$ cat src/rtl/rx_wb_capture_if.sv
// Wideband sample-read bus plus the sample-RAM write port, as seen by rx_wb_capture.
// The master is the capture sequencer; the slave is the receiver/RAM side.
interface rx_wb_capture_if #(
    parameter int unsigned AW = 16
);
    logic          rx_avail_wb;
    logic [15:0]   rx_dout;
    logic          rd_getI;
    logic          rd_getQ;
    logic          rd_getWB;
    logic          ram_we;
    logic [AW-1:0] ram_waddr;
    logic [15:0]   ram_wdata;

    modport master (
        input  rx_avail_wb,
        input  rx_dout,
        output rd_getI,
        output rd_getQ,
        output rd_getWB,
        output ram_we,
        output ram_waddr,
        output ram_wdata
    );

    modport slave (
        output rx_avail_wb,
        output rx_dout,
        input  rd_getI,
        input  rd_getQ,
        input  rd_getWB,
        input  ram_we,
        input  ram_waddr,
        input  ram_wdata
    );
endinterface

$ cat src/rtl/rx_wb_capture.sv
// Capture sequencer: reads I, Q and packed-MSB words per wideband strobe into a ping-pong RAM.
// Define RX_WB_CAPTURE_HDR_EN to prefix each half with a 3-word header.
module rx_wb_capture #(
    parameter int unsigned NSAMP = 512,
    parameter int unsigned AW    = 16
) (
    input  logic             adc_clk,
    input  logic             reset,
    input  logic             enable,
    rx_wb_capture_if.master  bus,
    output logic [1:0]       buf_rdy,
    input  logic             cpu_ack,
    input  logic             ack_half,
    output logic [15:0]      ovfl_cnt,
    output logic [2:0]       didx_o,
    output logic [15:0]      waddr_o,
    output logic [15:0]      count_o
);
    localparam int unsigned CW = (NSAMP > 1) ? $clog2(NSAMP) : 1;
`ifdef RX_WB_CAPTURE_HDR_EN
    localparam int unsigned SPP = NSAMP - 1;
`else
    localparam int unsigned SPP = NSAMP;
`endif
    localparam logic [CW-1:0] LastCount = CW'(SPP - 1);
    localparam logic [AW-1:0] LastAddr  = AW'(6 * NSAMP - 1);

    typedef enum logic [2:0] {
        StIdle, StRdI, StRdQ, StRdX, StHdr0, StHdr1, StHdr2
    } state_e;

    state_e        state_q, state_d;
    logic          half_q, half_d;
    logic [CW-1:0] count_q, count_d;
    logic [AW-1:0] wptr_q, wptr_d;
    logic [1:0]    buf_rdy_q, buf_rdy_d;
    logic [15:0]   ovfl_q, ovfl_d;
    logic          sel_i_q, sel_i_d;
    logic          sel_q_q, sel_q_d;
    logic          sel_wb_q, sel_wb_d;
    logic          we_q, we_d;
    logic [AW-1:0] waddr_q, waddr_d;
    logic [15:0]   wdata_q, wdata_d;
`ifdef RX_WB_CAPTURE_HDR_EN
    logic          hdr_pend_q, hdr_pend_d;
    logic [15:0]   hdr_ovfl_q, hdr_ovfl_d;
`endif

    logic          avail;
    logic          accept;
    logic          wr;
    logic [15:0]   wr_data;

    always_comb begin
        avail  = bus.rx_avail_wb && enable;
        accept = avail && (state_q == StIdle) && !buf_rdy_q[half_q];

        state_d   = state_q;
        half_d    = half_q;
        count_d   = count_q;
        wptr_d    = wptr_q;
        buf_rdy_d = buf_rdy_q;
        ovfl_d    = ovfl_q;
        we_d      = 1'b0;
        waddr_d   = waddr_q;
        wdata_d   = wdata_q;
        wr        = 1'b0;
        wr_data   = bus.rx_dout;
`ifdef RX_WB_CAPTURE_HDR_EN
        hdr_pend_d = hdr_pend_q;
        hdr_ovfl_d = hdr_ovfl_q;
`endif

        // Clear first so a completing fill of the same half overrides the ack.
        if (cpu_ack) begin
            buf_rdy_d[ack_half] = 1'b0;
        end
        if (avail && !accept && (ovfl_q != 16'hFFFF)) begin
            ovfl_d = ovfl_q + 16'd1;
        end

        case (state_q)
            StIdle: begin
                if (accept) begin
`ifdef RX_WB_CAPTURE_HDR_EN
                    if (hdr_pend_q) begin
                        state_d    = StHdr0;
                        hdr_pend_d = 1'b0;
                        hdr_ovfl_d = ovfl_q;
                    end else begin
                        state_d = StRdI;
                    end
`else
                    state_d = StRdI;
`endif
                end
            end
            StRdI: begin
                state_d = StRdQ;
                wr      = 1'b1;
            end
            StRdQ: begin
                state_d = StRdX;
                wr      = 1'b1;
            end
            StRdX: begin
                state_d = StIdle;
                wr      = 1'b1;
                if (count_q == LastCount) begin
                    buf_rdy_d[half_q] = 1'b1;
                    half_d            = ~half_q;
                    count_d           = '0;
`ifdef RX_WB_CAPTURE_HDR_EN
                    hdr_pend_d        = 1'b1;
`endif
                end else begin
                    count_d = count_q + CW'(1);
                end
            end
`ifdef RX_WB_CAPTURE_HDR_EN
            StHdr0: begin
                state_d = StHdr1;
                wr      = 1'b1;
                wr_data = 16'hC0DE;
            end
            StHdr1: begin
                state_d = StHdr2;
                wr      = 1'b1;
                wr_data = {15'd0, half_q};
            end
            StHdr2: begin
                state_d = StRdI;
                wr      = 1'b1;
                wr_data = hdr_ovfl_q;
            end
`endif
            default: state_d = StIdle;
        endcase

        // The write pointer walks both halves linearly and wraps at the end of half 1.
        if (wr) begin
            we_d    = 1'b1;
            waddr_d = wptr_q;
            wdata_d = wr_data;
            wptr_d  = (wptr_q == LastAddr) ? '0 : wptr_q + AW'(1);
        end

        sel_i_d  = (state_d == StRdI);
        sel_q_d  = (state_d == StRdQ);
        sel_wb_d = (state_d == StRdI) || (state_d == StRdQ) || (state_d == StRdX);
    end

    always_ff @(posedge adc_clk) begin
        if (reset) begin
            state_q    <= StIdle;
            half_q     <= 1'b0;
            count_q    <= '0;
            wptr_q     <= '0;
            buf_rdy_q  <= 2'b00;
            ovfl_q     <= 16'd0;
            sel_i_q    <= 1'b0;
            sel_q_q    <= 1'b0;
            sel_wb_q   <= 1'b0;
            we_q       <= 1'b0;
            waddr_q    <= '0;
            wdata_q    <= 16'd0;
`ifdef RX_WB_CAPTURE_HDR_EN
            hdr_pend_q <= 1'b1;
            hdr_ovfl_q <= 16'd0;
`endif
        end else begin
            state_q    <= state_d;
            half_q     <= half_d;
            count_q    <= count_d;
            wptr_q     <= wptr_d;
            buf_rdy_q  <= buf_rdy_d;
            ovfl_q     <= ovfl_d;
            sel_i_q    <= sel_i_d;
            sel_q_q    <= sel_q_d;
            sel_wb_q   <= sel_wb_d;
            we_q       <= we_d;
            waddr_q    <= waddr_d;
            wdata_q    <= wdata_d;
`ifdef RX_WB_CAPTURE_HDR_EN
            hdr_pend_q <= hdr_pend_d;
            hdr_ovfl_q <= hdr_ovfl_d;
`endif
        end
    end

    always_comb begin
        case (state_q)
            StRdI:   didx_o = 3'd0;
            StRdQ:   didx_o = 3'd1;
            StRdX:   didx_o = 3'd2;
`ifdef RX_WB_CAPTURE_HDR_EN
            StHdr0:  didx_o = 3'd3;
            StHdr1:  didx_o = 3'd4;
            StHdr2:  didx_o = 3'd5;
`endif
            default: didx_o = 3'd7;
        endcase
    end

    assign bus.rd_getI   = sel_i_q;
    assign bus.rd_getQ   = sel_q_q;
    assign bus.rd_getWB  = sel_wb_q;
    assign bus.ram_we    = we_q;
    assign bus.ram_waddr = waddr_q;
    assign bus.ram_wdata = wdata_q;
    assign buf_rdy       = buf_rdy_q;
    assign ovfl_cnt      = ovfl_q;
    assign waddr_o       = 16'(waddr_q);
    assign count_o       = 16'(count_q);
endmodule

$ cat src/flat_wrapper.sv
// flat-port wrapper written by rule: the top's interface ports become plain ports
module rx_wb_capture_flat 
#(
    parameter int unsigned NSAMP = 512,
    parameter int unsigned AW    = 16
)
  (adc_clk, reset, enable, buf_rdy, cpu_ack, ack_half, ovfl_cnt, didx_o, waddr_o, count_o, bus_rx_avail_wb, bus_rx_dout, bus_rd_getI, bus_rd_getQ, bus_rd_getWB, bus_ram_we, bus_ram_waddr, bus_ram_wdata);
  rx_wb_capture_if #(.AW(AW)) bus_i ();
  input  logic adc_clk;
  input  logic reset;
  input  logic enable;
  output logic [1:0] buf_rdy;
  input  logic cpu_ack;
  input  logic ack_half;
  output logic [15:0] ovfl_cnt;
  output logic [2:0] didx_o;
  output logic [15:0] waddr_o;
  output logic [15:0] count_o;
  input wire logic [$bits(bus_i.rx_avail_wb)-1:0] bus_rx_avail_wb;
  input wire logic [$bits(bus_i.rx_dout)-1:0] bus_rx_dout;
  output wire logic [$bits(bus_i.rd_getI)-1:0] bus_rd_getI;
  output wire logic [$bits(bus_i.rd_getQ)-1:0] bus_rd_getQ;
  output wire logic [$bits(bus_i.rd_getWB)-1:0] bus_rd_getWB;
  output wire logic [$bits(bus_i.ram_we)-1:0] bus_ram_we;
  output wire logic [$bits(bus_i.ram_waddr)-1:0] bus_ram_waddr;
  output wire logic [$bits(bus_i.ram_wdata)-1:0] bus_ram_wdata;
  assign bus_i.rx_avail_wb = bus_rx_avail_wb;
  assign bus_i.rx_dout = bus_rx_dout;
  assign bus_rd_getI = bus_i.rd_getI;
  assign bus_rd_getQ = bus_i.rd_getQ;
  assign bus_rd_getWB = bus_i.rd_getWB;
  assign bus_ram_we = bus_i.ram_we;
  assign bus_ram_waddr = bus_i.ram_waddr;
  assign bus_ram_wdata = bus_i.ram_wdata;
  rx_wb_capture #(.NSAMP(NSAMP), .AW(AW)) u_core (.adc_clk(adc_clk), .reset(reset), .enable(enable), .bus(bus_i), .buf_rdy(buf_rdy), .cpu_ack(cpu_ack), .ack_half(ack_half), .ovfl_cnt(ovfl_cnt), .didx_o(didx_o), .waddr_o(waddr_o), .count_o(count_o));
endmodule
$ cat config.mk
export PLATFORM = sky130hd
export DESIGN_NAME = rx_wb_capture_flat
export DESIGN_NICKNAME = d
export VERILOG_FILES = /design/src/rtl/rx_wb_capture_if.sv /design/src/rtl/rx_wb_capture.sv /design/src/flat_wrapper.sv
export SDC_FILE = /design/constraint.sdc
export NUM_CORES = 1
export LEC_CHECK = 0
export ABC_AREA = 1
export CORE_MARGIN = 3
export CORE_UTILIZATION = 45
export DETAILED_ROUTE_END_ITERATION = 7
export GPL_ROUTABILITY_DRIVEN = 0
export PLACE_DENSITY = 0.76
export SLEW_MARGIN = 20
export SYNTH_ARGS = -nofsm -noshare
export SYNTH_HDL_FRONTEND = slang
export SYNTH_SLANG_ARGS = --single-unit
export TNS_END_PERCENT = 5
$ cat constraint.sdc
create_clock -name adc_clk -period 2.02 [get_ports adc_clk]
set_clock_uncertainty 0.2 [all_clocks]
set_input_delay 0.606 -clock adc_clk [delete_from_list [all_inputs] [get_ports adc_clk]]
set_output_delay 0.606 -clock adc_clk [all_outputs]
set_load 0.02 [all_outputs]
==> impl_results.md <==
* IO Pins at 111
* Netlist Area Pre-Place at 0.00391 mm²
* Largest stage delay on the critical path at 0.35 ns
* Leakage at 2.34 nW
* Worst Path Buf+Inv at 4
* Crit path top cell by count: buf_6
* Final wirelength at 9000 µm
* GR Overflow Total at 0
* Total Nets Final at 666
* Synth Register Bits at 83
* Setup violations, final at 0
* Worst r2r src: u_core.ovfl_cnt[0]
* CTS tree: built
* Std cell rows at 33
* Syn_area_per_cell at 7.35 µm²
* Crit path time final at 1.98 ns
* WP data required at 1.21 ns
* GR Util All Layers at 18.7%
* PortBufs at 103
* Placed Area at 0.00501 mm²
* Most instantiated cells after synthesis: nor2_1 (108), nand2_1 (93), dfxtp_1 (83)
* Post-Synthesis Cells at 532
* Average wire per standard cell at 12.0 µm
* Yosys warns at 0
* Setup TNS at 0 ns
* Synth Flop Type: dfxtp_1
* PD cells at 609 mW/mm²
* Vias/cell at 4.83
* Worst reg2reg setup slack at 0.19 ns
* First-pass GRT wire length at 15000 µm
* Worst path arrival time at 1.17 ns
* Hold Path Depth at 1
* CP Cell Sequence: inv_4 > buf_6 > buf_6 > o21ai_4 > buf_6
* Outcome: finished, final reports clean
* Post-Layout Inst Area at 0.00512 mm²
* Routed Antenna Nets at 0
* Max-slew violation count at 0
* Hold Violations, Final at 0
* CP startpoint kind: flip-flop
* Die Height at 99.2 µm
* Via count at 3617
* Hold Crit Start: u_core.count_q[3]
* Max FO, Critical Path at 5
* Die ar. at 0.00985 mm²
* Die Wd at 99.2 µm
* Critical path's slowest cell: dfxtp_2
* Synth top area cells: dfxtp_1 (42%), nor2_1 (10%), nand2_1 (8.9%)
* DR pass1 iterations at 4
* Synth cell types at 36
* Post-synth EDFFs at 0
* Largest net degree at the start of global routing at 51
* CP Capture Type: primary output
* Fmax at 506 MHz
* Syn-to-layout area delta at 30.9%
* Initial antenna violation count at 0
* FF-to-FF End: u_core.ovfl_cnt[15]
* Async set-reset flop share out of synthesis at 0%
* CTS Buffer Depth at 2
* Critical path type: reg2out
* Peak VDD IR at 0.000334 V
* Residual DRC at 0
* Worst-Skew Late Latency at 0.35 ns
* Clk root buf: clkbuf_8
* Yosys top cell by area: dfxtp_1
* Unrepaired setup endpoints after global routing: yes
* Clock transition at the registers of the reported paths at 0.08 ns
* Most common cell in the synthesized netlist: nor2_1
* Sequential cell area fraction in the yosys report at 42.5%
* Num CTS Buffers at 9
* Fin crit share at 97.8%
* Hold Buf Count CTS at 0
* Clock sink count at 83
* H-Tree Depth at 3
* DP HPWL at 6590 µm
* Initial core utilization at 46.9%
* Top cell type's share of synthesized area at 42.5%
* Fraction of layout cells with a size suffix above 1 at 12.7%
* Worst Hold Class: reg2reg
* R2R depth at 9
* N_diodes at 0
* Worst path top cell family by delay: buffers and inverters
* Max_cap viols at 0
* Core area at 0.00834 mm²
* Detailed Route Iter0 Violations at 135
* Vias in the first global route at 3329
* Worst min-delay path endpoint: u_core.count_q[3]
* Crit path launch: u_core.state_q[2]
## cell usage in the layout, fill, tap and decap left out, types with 8 or more instances in the layout
cell and n:
buf_4 22, nor2_1 108, dlygate4sd2_1 79, conb_1 8, nand4_1 8, clkdlybuf4s50_1 21, inv_1 43, o21ai_0 38
dfxtp_1 79, nand2_1 92, nand3_1 22, clkbuf_8 9, nand2_2 9, a21oi_1 34, xor2_1 9
## cells by family (layout without fill, tap and decap cells)
family,after synthesis,count (layout),share of synthesized area (%)
compound gates,82,82,11.4
xor+xnor,11,11,2.46
fa+ha+maj,4,4,1.28
buf+inv,85,190,11.8
flops,83,83,42.5
other cells,1,8,0.0959
simple gates,266,266,30.6
## per-stage QoR
step / setup slack, ns / std cells / total power [W] / utilization, % / hold WS, ns
floorplan: 0.0670 / 539 / 0.00191 / - / 0.251
CTS: 0.0112 / 749 / 0.00315 / 61.3 / 0.287
global route: -0.00829 / 749 / 0.00326 / 61.4 / 0.294
global placement: -0.0413 / 733 / 0.00203 / 60.1 / 0.264
finish: 0.0439 / 749 / 0.00312 / 61.4 / 0.251
detailed placement: -0.0972 / 733 / 0.00203 / 60.1 / 0.272
## state kept, by name (all words and copies together), names as in the netlist, 2 cells and up
name,flops
u_core.state_q,3
u_core.wptr_q,16
u_core.bus.ram_wdata,16
u_core.buf_rdy,2
u_core.count_q,9
u_core.ovfl_cnt,16
u_core.bus.ram_waddr,16
## layer usage
| layer | GRT usage, % | part of all wire (%) | vias up |
|---|---|---|---|
| met5 | 0 | 0 | - |
| met4 | 8.40 | 2.4 | 0 |
| met3 | 3.51 | 4.5 | 19 |
| met2 | 30.6 | 47 | 90 |
| met1 | 24.0 | 46 | 1627 |
| li1 | - | - | 1881 |
## worst max-delay path by stage
stage	endpoint	slack, ns	cells after the start
2_1_floorplan	didx_o[1]	0.07	5
3_3_place_gp	didx_o[1]	-0.04	3
3_5_place_dp	didx_o[1]	-0.1	3
4_1_cts	didx_o[2]	0.01	5
5_1_grt	didx_o[2]	-0.008	5
6_report	didx_o[2]	0.04	5
## final cells by class
class	count	area, µm²
Multi-Input combinational cell	371	1820
Inverter	46	175
Sequential cell	83	1670
Timing Repair Buffer	129	1140
Clock buffer	11	131
Tap cell	105	131
Fill cell	772	3220
Clock inverter	4	52.6
## power breakdown
| group | total, W | leakage, nW | internal, W | switching, W |
|---|---|---|---|---|
| Clock | 0.00115 | 0.0934 | 0.000568 | 0.000577 |
| Combinational | 0.000290 | 1.58 | 0.000122 | 0.000167 |
| Sequential | 0.00168 | 0.673 | 0.00166 | 0.0000202 |
| Total | 0.00312 | 2.34 | 0.00235 | 0.000765 |
## timing repair
item,4_1_cts,5_1_grt
endpoints found under the hold margin,0,0
endpoints found under the setup margin,82,5
resized for setup,100,4
buffers inserted,1,0
Power figures use the tool's default switching activity.
==> RTL change 1 (same settings) <==
The option `RX_WB_CAPTURE_HDR_EN` is turned on by a define.
--- a/src/rtl/rx_wb_capture.sv
+++ b/src/rtl/rx_wb_capture.sv
@@ -1,5 +1,7 @@
 // Capture sequencer: reads I, Q and packed-MSB words per wideband strobe into a ping-pong RAM.
 // Define RX_WB_CAPTURE_HDR_EN to prefix each half with a 3-word header.
+`define RX_WB_CAPTURE_HDR_EN
+
 module rx_wb_capture #(
     parameter int unsigned NSAMP = 512,
     parameter int unsigned AW    = 16
Check against the original RTL: not equivalent (a bounded check fails within 4 cycles, from zero or initial values and one cycle with reset high).
==> RTL change 1 against the original RTL <==
The flow now finishes with violations (setup timing); design area up 21%; cell count increased by 27%; sequential cell count grew 17; setup slack got worse by 0.30 ns; area after synthesis increased by 22%; routed wire length up 36%; critical endpoint is now didx_o[0]; largest cell class unchanged.
Power is not compared: it rests on default switching activity, and its combinational part moved more than twofold at a synthesized area within 25%.
==> RTL change 1: results (changes against the original RTL) <==
.. list-table::
   :header-rows: 1

   * - Metric
     - Value
   * - Maximum number of pins on one net before global-route repair
     - 55 (+7.8%)
   * - Worst Slack Setup Final
     - -0.261 ns (-0.305 ns)
   * - Share of layout cells above drive strength 1
     - 0.109 (-0.0184)
   * - Library cell contributing the largest single delay on the critical path
     - dfxtp_4
   * - Proportion of synthesized chip area in sequential cells
     - 0.421 (-0.00399)
   * - Via count of the first global-routing pass
     - 4,515 (+36%)
   * - Synth area leaders
     - dfxtp_1 (42%), nand2_1 (13%), nor2_1 (7.5%)
   * - Post-Syn Area per Cell
     - 6.87 sq um (-6.5%)
   * - Switching part of the total
     - 0.351
   * - Crit-path leading delay family
     - simple AND/OR/NAND/NOR gates
   * - Maximum fanout along the worst path
     - 6 (+1)
   * - Post-place setup slack
     - -0.333 ns (-0.236 ns)
   * - Depth of the most critical reg-to-reg path
     - 12 (+3)
   * - GRT Util Overall
     - 0.208 (+0.0212)
   * - Reg-to-reg endpoint
     - u_core.wptr_q[0]
   * - Wire length of the first global-routing pass
     - 20,100 um (+34%)
   * - Antenna cell count
     - 0 (unchanged)
   * - Number of cells upsized or downsized after cts
     - 107 (+7.0%)
   * - List of most frequent post-synthesis cells
     - nand2_1 (165), dfxtp_1 (100), nor2_1 (95)
   * - CTS Buf Count
     - 9 (unchanged)
   * - Wire per inst
     - 12.9 um (+7.2%)
   * - Violations in the final reports
     - setup timing
   * - H-tree levels
     - 3 (unchanged)
   * - Synthesized-area fraction occupied by xor and xnor cells
     - 0.0258 (+0.00114)
   * - Arithmetic-cell share of the synthesized area counting full adders, half adders and majority gates
     - 0.0105 (-0.00228)
   * - Post-DP HPWL
     - 9160 um (+39%)
   * - Post-CTS Setup Bufs
     - 0 (-1)
   * - Worst Hold Path Cells
     - 2 (+1)
   * - Cell Count, Final, Fillers Out
     - 950 (+27%)
   * - Run status
     - finished with violations
   * - Count of cell types in the netlist
     - 29 (-19%)
   * - Reg2Reg Setup Slack
     - -0.07 ns (-0.26 ns)
   * - Via Count
     - 4,800 (+33%)
   * - Final net count
     - 838 (+26%)
   * - Final setup vio count
     - 5 (+5)
   * - Critical Path Max Stage Delay
     - 0.42 ns (+0.07 ns)
   * - Total placed cells including tap cells
     - 932 (+27%)
   * - Hold Crit Endpoint
     - u_core.hdr_ovfl_q[7]
   * - Drt first pass iters
     - 6 (+2)
   * - Number of violations reported at the end of detailed-routing iteration 0
     - 250 (+85%)
   * - Smallest hold slack
     - 0.249 ns (-0.00186 ns)
   * - Worst EP arrival
     - 1.47 ns (+0.30 ns)
   * - Reg-to-Reg Start
     - u_core.state_q[0]
   * - Maximum number of buffers from clock root to sink
     - 2 (unchanged)
   * - Synth Area in Compound Gates
     - 0.152 (+0.0387)
   * - Hold Path Origin
     - u_core.hdr_ovfl_q[7]
-- RTL change 1: changes by cell type in the layout (fill, tap and decap cells not counted), moves of 4 or more --
cell,before,now
buf_4,22,47
nand2_1,92,161
dfxtp_1,79,97
a21oi_1,34,71
nor2_1,108,91
nand2_2,9,4
nand4_1,8,14
nand3_2,6,2
o21ai_0,38,53
inv_1,43,56
o21ai_1,2,14
nand3_1,22,32
a21oi_2,4,0
-- RTL change 1: area by class of cell --
class / instances / area [sq um]
Timing Repair Buffer: 151 / 1310
Fill cell: 949 / 3830
Inverter: 63 / 245
Clock inverter: 4 / 48.8
Clock buffer: 12 / 145
Multi-Input combinational cell: 487 / 2280
Tap cell: 133 / 166
Sequential cell: 100 / 2010
-- RTL change 1: per-layer routing --
layer	track usage	part of all wire	wire length [um]
met1	0.239	0.43	5230
met2	0.380	0.50	6070
met3	0.0444	0.051	629
met4	0.0721	0.026	318
met5	0	0	0
-- RTL change 1: how the worst max path moves through the flow --
stage	cells after the start	slack (ns)	end	startpoint
floorplan	9	0.003	u_core.ovfl_cnt[1]	u_core.ovfl_cnt[0]
global placement	7	-0.24	didx_o[0]	u_core.state_q[2]
detailed placement	8	-0.33	didx_o[0]	u_core.state_q[0]
CTS	8	-0.23	didx_o[0]	u_core.state_q[0]
global route	8	-0.34	didx_o[0]	u_core.state_q[1]
finish	8	-0.26	didx_o[0]	u_core.state_q[0]
-- RTL change 1: per-stage QoR --
step	TNS (ns)	instance area (sq um)	total power, mW
finish	-0.656	6210	5.34
global route	-3.83	6210	5.65
CTS	-1.67	6180	5.36
detailed placement	-6.65	6050	4.28
global placement	-2.85	6050	4.24
floorplan	0	4800	3.56
==> RTL change 2 (config.mk and constraints unchanged) <==
Made on the original files. The 7 states of `state_e` get a one-hot encoding in 7 bits.
--- a/src/rtl/rx_wb_capture.sv
+++ b/src/rtl/rx_wb_capture.sv
@@ -25,8 +25,8 @@
     localparam logic [CW-1:0] LastCount = CW'(SPP - 1);
     localparam logic [AW-1:0] LastAddr  = AW'(6 * NSAMP - 1);
 
-    typedef enum logic [2:0] {
-        StIdle, StRdI, StRdQ, StRdX, StHdr0, StHdr1, StHdr2
+    typedef enum logic [6:0] {
+        StIdle = 7'b0000001, StRdI = 7'b0000010, StRdQ = 7'b0000100, StRdX = 7'b0001000, StHdr0 = 7'b0010000, StHdr1 = 7'b0100000, StHdr2 = 7'b1000000
     } state_e;
 
     state_e        state_q, state_d;
Function: same outputs for any inputs over 10 cycles, from zero or initial values and one cycle with reset high; not proved beyond that.
==> RTL change 2 against the original RTL <==
The flow now finishes with violations (setup timing); sequential cell count up 4; area after synthesis up 9.6%; routed wire length up 18%; fmax down 11%; die area up 9.0%; critical path depth up 2; register-to-register slack worse by 0.06 ns; core utilization up 2.0 points; count of clock-buffer cells in the layout down 2; design area up 11%; setup slack worse by 0.24 ns; critical path type unchanged.
Power is not compared: it rests on default switching activity, and its combinational part moved more than twofold at a synthesized area within 25%.
==> RTL change 2: results (changes against the original RTL) <==
.. list-table::
   :header-rows: 1

   * - Metric
     - Value
   * - Run status
     - finished with violations
   * - Violations in the final reports
     - setup timing
   * - List of most frequent post-synthesis cells
     - nand2_1 (197), dfxtp_1 (87), a21oi_1 (62)
   * - Count of cell types in the netlist
     - 33 (-8.3%)
   * - Clock Buffer Count
     - 9 (-2)
   * - Maximum number of pins on one net before global-route repair
     - 63 (+24%)
   * - Placed inst area
     - 5400 sq um (+7.8%)
   * - Post-place setup slack
     - -0.264 ns (-0.167 ns)
   * - Count of inverters other than clock inverters in the layout
     - 55 (+20%)
   * - Port bufs
     - 103 (unchanged)
   * - Final Power
     - 3.24 mW
   * - Total placed cells including tap cells
     - 837 (+14%)
   * - Proportion of cell area spent on the clock network
     - 0.0398 (+0.00386)
   * - Most common flop cell mapped by yosys
     - dfxtp_1
   * - Area Growth Syn to Fin
     - 32.8%
   * - Post-Syn Instances
     - 614 (+15%)
   * - Via count of the first global-routing pass
     - 3,924 (+18%)
   * - Wire length of the first global-routing pass
     - 17,900 um (+19%)
   * - Post-DP HPWL
     - 7620 um (+16%)
   * - Worst EP arrival
     - 1.41 ns (+0.24 ns)
   * - Share of layout cells above drive strength 1
     - 0.148 (+0.0206)
   * - Register share of the cell area
     - 0.307 (-0.0192)
   * - Setup TNS Final
     - -0.531 ns (-0.531 ns)
   * - Buffer count excluding the clock tree in the final layout
     - 141 (+9.3%)
   * - Total routed wirelength
     - 10,600 um (+18%)
   * - Maximum fanout along the worst path
     - 4 (-1)
   * - Wl on met1
     - 4630 um (+11%)
   * - Met3 wirelength from detailed routing
     - 436 um (+6.6%)
   * - Maximum number of buffers from clock root to sink
     - 2 (unchanged)
   * - Share of synthesized flip-flops with an asynchronous set or reset
     - 0 (unchanged)
   * - Static Leak
     - 2.59 nW
   * - Fill count
     - 825 (+6.9%)
   * - Sink Count
     - 87 (+4.8%)
   * - Multi-input combinational cell count
     - 438 (+18%)
   * - Final setup vio count
     - 3 (+3)
   * - Worst Slack Setup Final
     - -0.200 ns (-0.244 ns)
   * - GRT Util Overall
     - 0.195 (+0.00851)
   * - Data-path buffer share of cell area in the final layout
     - 0.216 (-0.00708)
   * - Cell Count, Final, Fillers Out
     - 863 (+15%)
   * - Met2 wire length
     - 5430 um (+29%)
   * - Proportion of synthesized chip area in sequential cells
     - 0.406 (-0.0186)
   * - Global route total overflow
     - 0 (unchanged)
   * - Number of violations reported at the end of detailed-routing iteration 0
     - 145 (+7.4%)
   * - Via Count
     - 4,168 (+15%)
   * - Hold Path Origin
     - u_core.bus.ram_wdata[3]
   * - Antenna cell count
     - 0 (unchanged)
   * - Final net count
     - 758 (+14%)
   * - Synth area leaders
     - dfxtp_1 (41%), nand2_1 (17%), a21oi_1 (7.2%)
   * - Share of the final layout cell area in multi-input gates
     - 0.373 (+0.0177)
   * - Reg-to-Reg Start
     - u_core.state_q[5]
-- RTL change 2: cell types whose count changed in the layout (fill, tap and decap cells not counted), sizes merged, moves of 9 or more --
cell | before | now
a21oi | 38 | 70
buf | 29 | 42
inv | 45 | 57
nand2 | 102 | 204
nand4 | 8 | 17
nor2 | 118 | 65
o21ai | 42 | 15
-- RTL change 2: layer usage --
metal | global-route usage | vias to the layer above
met4 | 0.0437 | 0
met2 | 0.353 | 90
met5 | 0 | -
li1 | - | 2156
met1 | 0.230 | 1911
met3 | 0.0547 | 11
-- RTL change 2: what timing repair did --
item | in CTS | in global routing
resized for setup | 112 | 18
setup buffers | 8 | 2
cloned | 0 | 0
pin swaps | 8 | 6
setup endpoints to repair | 84 | 45
endpoints found under the hold margin | 0 | 0
-- RTL change 2: critical path: stages (launching register included) --
cell	delay, ns
dfxtp_2	0.34
inv_2	0.05
nand2_2	0.06
nor2_4	0.19
nand2_4	0.11
nand3_4	0.11
nand2_2	0.06
buf_6	0.13
-- RTL change 2: worst paths after layout --
path / end / slack (ns) / cells past startpoint
max reg2reg: u_core.count_q[3] / 0.13 / 11
min: u_core.bus.ram_wdata[3] / 0.26 / 2
min reg2reg: u_core.bus.ram_wdata[3] / 0.26 / 2
max: didx_o[0] / -0.20 / 7
-- RTL change 2: cells by family (layout without fill, tap and decap cells) --
| group | Yosys count | count (layout) | share of synthesized area |
|---|---|---|---|
| adders and majority gates | 4 | 4 | 0.0117 |
| DFF | 87 | 87 | 0.406 |
| xor gates and xnor gates | 8 | 8 | 0.0163 |
| other | 1 | 10 | 0.000875 |
| AOI/OAI and AO/OA | 86 | 86 | 0.110 |
| buffers and inverters | 98 | 212 | 0.121 |
| and+or+nand+nor | 330 | 330 | 0.334 |
